`config.mk`:
```
export PLATFORM = sky130hd
export DESIGN_NAME = branch_comp
export DESIGN_NICKNAME = d
export VERILOG_FILES = /design/src/rtl/branch_comp_pkg.sv /design/src/rtl/br_mag_cmp.sv /design/src/rtl/branch_comp.sv
export SDC_FILE = /design/constraint.sdc
export NUM_CORES = 1
export LEC_CHECK = 0
export ABC_AREA = 1
export CORE_UTILIZATION = 36
export DETAILED_ROUTE_END_ITERATION = 8
export PLACE_DENSITY = 0.76
export SETUP_SLACK_MARGIN = 0.3
export SYNTH_ARGS = -nofsm -noshare
export SYNTH_HDL_FRONTEND = slang
export SYNTH_SLANG_ARGS = --single-unit
```
`constraint.sdc`:
```
create_clock -name clk -period 4.26 [get_ports clk]
set_input_delay 0.426 -clock clk [delete_from_list [all_inputs] [get_ports clk]]
set_output_delay 0.426 -clock clk [all_outputs]
set_load 0.1 [all_outputs]
```
`src/rtl/branch_comp_pkg.sv`:
```
// rtl/branch_comp_pkg.sv - shared CPU constants for the branch comparator
//
// Purpose: holds the machine word width shared by CPU datapath blocks.
// Ports:   none (package).
package branch_comp_pkg;

  localparam int XLEN = 32;

endpackage : branch_comp_pkg

```
`src/rtl/br_mag_cmp.sv`:
```
// rtl/br_mag_cmp.sv - equality and signed/unsigned magnitude compare
//
// Purpose: combinational compare of two operands using one WIDTH+1-bit
//          subtraction for the less-than result.
// Ports:
//   a           in  WIDTH  left operand
//   b           in  WIDTH  right operand
//   is_unsigned in  1      1 = unsigned compare, 0 = two's complement
//   eq          out 1      a == b
//   lt          out 1      a < b under the selected mode
module br_mag_cmp #(
  parameter int WIDTH = 32
) (
  input  logic [WIDTH-1:0] a,
  input  logic [WIDTH-1:0] b,
  input  logic             is_unsigned,
  output logic             eq,
  output logic             lt
);

  logic [WIDTH:0] diff;
  logic           borrow;
  logic           sign_differs;

  // Zero-extend both operands so the extra top bit of the difference is
  // the borrow out of the unsigned subtraction.
  assign diff         = {1'b0, a} - {1'b0, b};
  assign borrow       = diff[WIDTH];
  assign sign_differs = a[WIDTH-1] ^ b[WIDTH-1];

  always_comb begin
    eq = (a == b);
    lt = 1'b0;
    if (is_unsigned) begin
      lt = borrow;
    end else if (sign_differs) begin
      // Opposite signs: the negative one is smaller.
      lt = a[WIDTH-1];
    end else begin
      // Same signs cannot overflow, so the difference sign is exact.
      lt = diff[WIDTH-1];
    end
  end

endmodule : br_mag_cmp

```
`src/rtl/branch_comp.sv`:
```
// rtl/branch_comp.sv - branch comparator with registered copies of results
//
// Purpose: combinational breq/brlt for branch resolution plus one-cycle
//          registered versions.
// Ports:
//   clk     in  1      clock, registered outputs update on rising edge
//   rst     in  1      asynchronous active-high reset of registered outputs
//   brdata1 in  WIDTH  left operand (rs1)
//   brdata2 in  WIDTH  right operand (rs2)
//   brun    in  1      1 = unsigned compare, 0 = signed compare
//   breq    out 1      combinational equality
//   brlt    out 1      combinational less-than
//   breq_q  out 1      breq delayed one clock
//   brlt_q  out 1      brlt delayed one clock
module branch_comp
  import branch_comp_pkg::*;
#(
  parameter int WIDTH = XLEN
) (
  input  logic             clk,
  input  logic             rst,
  input  logic [WIDTH-1:0] brdata1,
  input  logic [WIDTH-1:0] brdata2,
  input  logic             brun,
  output logic             breq,
  output logic             brlt,
  output logic             breq_q,
  output logic             brlt_q
);

  br_mag_cmp #(
    .WIDTH(WIDTH)
  ) u_cmp (
    .a          (brdata1),
    .b          (brdata2),
    .is_unsigned(brun),
    .eq         (breq),
    .lt         (brlt)
  );

  always_ff @(posedge clk or posedge rst) begin
    if (rst) begin
      breq_q <= 1'b0;
      brlt_q <= 1'b0;
    end else begin
      breq_q <= breq;
      brlt_q <= brlt;
    end
  end

endmodule : branch_comp

```
Yosys cells after proc, flatten, opt, wreduce, memory -nomap -nowiden
Index checks and enable logic that the tools add are counted.
- register bits: 2
- input bits: 67
- $add $sub $neg: 1
- bitwise operators: 1
- equal/unequal tests: 1
- muxes and demuxes: 2
- operators with widths (cell ; number):
    $sub 32x32->33 ; 1
    $eq 32x32->1 ; 1
    $mux 1 ; 2
    $xor 1x1->1 ; 1

Longest topological paths before layout
- depth in word-level cells: 3
- mapped depth: 15
- mapped depth without buffers: 15

Cells and area by module
From an unflattened synthesis, not the netlist that was laid out.
- cell total of the unflattened synthesis: 210
- area, all modules: 1251.2 µm²
- modules (own cells, without submodules) (module ; seq. area each (µm²) ; area an instance (µm²) ; cells each ; times used):
    br_mag_cmp ; 0.0 ; 1197.4 ; 207 ; 1
    branch_comp ; 50.0 ; 53.8 ; 3 ; 1

Worst setup path before layout
OpenSTA, ideal clock, no wires.
- path kind: input-to-output
- start: input brdata2[10]
- end: output breq
- slack: 0.623 ns
- required time: 3.834 ns
- stages: 8
- buffers on the path: 0
- arrival time: 3.211 ns
- path through: inv_1 > ha_1 > nand2_1 > inv_2 > nand3_2 > nor3_4 > nand4_1 > nor3_1
- word-level cells in the longest chain between the ends: 1
- ends and longest elaborated chain (item ; RTL line ; RTL):
    start: declaration ; branch_comp.sv:23 ; input logic [WIDTH-1:0] brdata2,
    $eq 32x32->1 ; br_mag_cmp.sv:32 ; eq = (a == b);
    end: declaration ; branch_comp.sv:25 ; output logic breq,
No other way between the ends.

Worst setup path in the final report
- start: input brdata2[22]
- end: output brlt
- word-level cells in the longest chain between the ends: 3
- ends and longest elaborated chain (item ; RTL line ; RTL):
    $sub 32x32->33 * ; br_mag_cmp.sv:27 ; assign diff = {1'b0, a} - {1'b0, b};
    $mux 1 ; br_mag_cmp.sv:36 ; end else if (sign_differs) begin
    $mux 1 * ; br_mag_cmp.sv:34 ; if (is_unsigned) begin
    end: declaration ; branch_comp.sv:26 ; output logic brlt,
Every way passes the cells marked *; elsewhere a longest branch is shown, timed or not.

==> summary.txt <==
Global routing
  – First-pass GRT wire length: 4.82 mm
  – Initial antenna violation count: 0
  – Total Routing Usage GR: 16.7%
  – Grt total ovfl: 0
  – Largest net degree at the start of global routing: 6
  – Vias in the first global route: 1313

Clock network
  – Post-cts sizing count: 0
  – H-tree levels: 1
  – Root Buffer: clkbuf_4
  – Worst-path clk slew: 0.03 ns
  – CTS tree: done
  – Hold Buf Count CTS: 0
  – Num CTS Buffers: 3
  – Clk sink count: 2
  – # Post-CTS Setup Buffers: 0
  – Clk buf depth: 2

Power and ir drop
  – Maximum vdd ir drop: 0.0543 mV
  – Leakage: 1.10 nW
  – Tot Pwr: 0.000273 W
  – Reg power frac: 7.6%
  – Fraction of power spent switching nets: 42.5%
  – Switching power of the nets: 0.000116 W
  – Clock network fraction of design power: 16.0%
  – Logic gate share of total power: 76.4%
  – PD cells: 133 nW/um2
  – Internal power: 0.000157 W

Placement
  – Routability cong.: 0.798
  – Pre-CTS WS: 1.25 ns
  – Buffers on Ports: 70
  – DPL Wire Length: 2.75 mm

Final layout
  – Area Overhead vs Synth: 60.5%
  – Area of the multi-input gates: 1030 um2
  – Fin nets: 389
  – FF+latch area: 50.0 um2
  – Layout cells sized above 1: 6.97%
  – Fill cells: 349
  – Antenna cells: 0

Synthesis
  – Post-Synth Simple-Gate Area: 33.1%
  – Mux cell area share after synthesis: 0%
  – Yosys reg bits: 2
  – Largest family of logic cells by synthesized area: simple AND/OR/NAND/NOR gates
  – Synth Area in XOR/XNOR: 0%
  – Synth warnings: 0
  – Post-synth top area share: 31.3%
  – Synth area leader: ha_1
  – Mean post-synth cell area: 5.99 um2
  – Synthesized-area fraction occupied by adder cells: 32.8%
  – Synthesized area: 1280 um2
  – Top cells by area, synth: ha_1 (31%), inv_1 (15%), nand2_1 (15%)
  – Post-synthesis sequential area ratio: 3.91%
  – Mapped Cells: 214
  – Syn_nets: 314
  – Compound-Gate Fraction of Synth Area: 14.4%
  – Synth cell types: 22

Detailed routing
  – First DRT Iteration DRCs: 41
  – Vias: 1490
  – Drt first pass iters: 4
  – Drt total wl: 2.95 mm
  – Residual DRC: 0
  – DR WL/cell: 8.85 um
  – Routed Antenna Nets: 0
  – Number of vias per cell: 4.47

Worst setup path
  – Critical path's slowest cell: clkdlybuf4s50_1
  – Setup crit start kind: primary input
  – Crit path kind: in -> out
  – Crit path required time: 3.83 ns
  – Crit path cell chain: clkdlybuf4s50_1 -> inv_1 -> ha_1 -> nand2_2 -> nor2_2 -> nand3_1 -> nor4_1 -> a21oi_1 -> fa_1 -> nand2_1 -> nand2_1 -> buf_4
  – Crit-path max FO: 3
  – WP data arrival: 2.60 ns
  – Most frequent CP cell: nand2_1
  – Max incr delay on CP: 0.45 ns
  – CP Capture Type: primary output

Timing
  – Final period util: 71.0%
  – Max Slew Vio Count: 0
  – Setup TNS: 0 ns
  – Max Freq: 0.331 GHz
  – Final Hold Viols: 0
  – Final WS setup: 1.23 ns
  – Minimum clock period: 3.03 ns
  – Setup violations, final: 0
  – RSZ-0062 raised after global routing: no
  – Worst slew pin tran: 0.974 ns
  – Slew headroom: 34.8%

Run status
  – Status: completed

Job
  – Max-cap violations: 0

Floorplanning
  – Chip height: 61.7 um
  – Core area: 3360 um2
  – Initial Utilization: 38.1%
  – Site Rows: 21
  – Die Wd: 61.7 um
  – Ports: 71
  – Die ar.: 3800 um2

Min path
  – Hold Crit Class: in -> async
-- power by group through the flow --
stage | Clock, W | Sequential, W | Combinational, W
floorplan | 0 | 0.0000300 | 0.000114
global route | 0.0000481 | 0.0000208 | 0.000235
CTS | 0.0000453 | 0.0000207 | 0.000211
detailed placement | 0 | 0.0000209 | 0.000209
finish | 0.0000437 | 0.0000207 | 0.000209
global placement | 0 | 0.0000209 | 0.000207
-- stage by stage --
step,util (%),hold WS [ns],cell area (um2),instances
after floorplan,-,0.167,1280,214
after global placement,60.5,0.593,2030,330
after detailed placement,60.5,0.592,2030,330
after CTS,61.2,0.355,2060,333
after global routing,61.2,0.381,2060,333
final,61.2,0.357,2060,333
-- flip-flops by register name, summed over array words and instances, names as in the netlist --
name    count
brlt_q      1
breq_q      1
-- how the worst max path moves through the flow --
stage | end | start | slack (ns)
detailed placement | brlt | brdata2[22] | 1.25
global route | brlt | brdata2[22] | 1.01
CTS | brlt | brdata2[22] | 1.24
floorplan | breq | brdata2[10] | 0.62
global placement | brlt | brdata2[22] | 1.26
finish | brlt | brdata2[22] | 1.23
-- Yosys cell counts --
cell type / count
inv_1: 52
nand2_1: 52
ha_1: 32
a21oi_1: 24
nand3_1: 9
nor2_1: 9
o21ai_0: 8
nand2_2: 5
nor3_1: 5
dfrtp_1: 2
inv_2: 2
nor2_2: 2
nor2_4: 2
o21a_1: 2
a21oi_2: 1
fa_1: 1
nand3_2: 1
nand3b_1: 1
nand4_1: 1
nand4_2: 1
nor3_4: 1
nor4_1: 1
-- layer usage --
layer  part of all wire, %  vias up  GRT usage (%)
met5                     0        -              0
met4                   1.2        0           4.76
met3                   5.6        4           3.36
met2                    45       45           29.2
met1                    48      609           20.6
li1                      -      832              -
-- area by class of cell --
type | count | share of cell area [%]
Timing Repair Buffer | 70 | 33.8
Multi-Input combinational cell | 158 | 50.0
Inverter | 54 | 9.85
Clock buffer | 3 | 1.09
Tap cell | 46 | 2.80
Sequential cell | 2 | 2.43
-- placed cells by master, fill, tap and decap left out, drive strengths merged --
cell,instances
nor2,13
nor4,1
inv,54
nor3,6
clkdlybuf4s50,68
a21oi,25
ha,32
nand3,10
nand4,2
clkbuf,3
o21ai,8
buf,2
dfrtp,2
fa,1
nand2,57
nand3b,1
o21a,2
-- worst max-delay path, delay by kind of cell --
family | cells | cell delay (ns)
adder cells (fa/ha/maj) | 2 | 0.67
buffers and inverters | 3 | 0.72
AO/OA/AOI/OAI | 1 | 0.13
AND/OR/NAND/NOR | 6 | 0.63
-- cells by family (layout without fill, tap and decap cells) --
kind of cell,after synthesis,after routing
adders and majority gates,33,33
AOI/OAI and AO/OA,35,35
and+or+nand+nor,90,90
buffers and inverters,54,127
DFF,2,2
No activity file was read; power rests on OpenSTA's default activity.
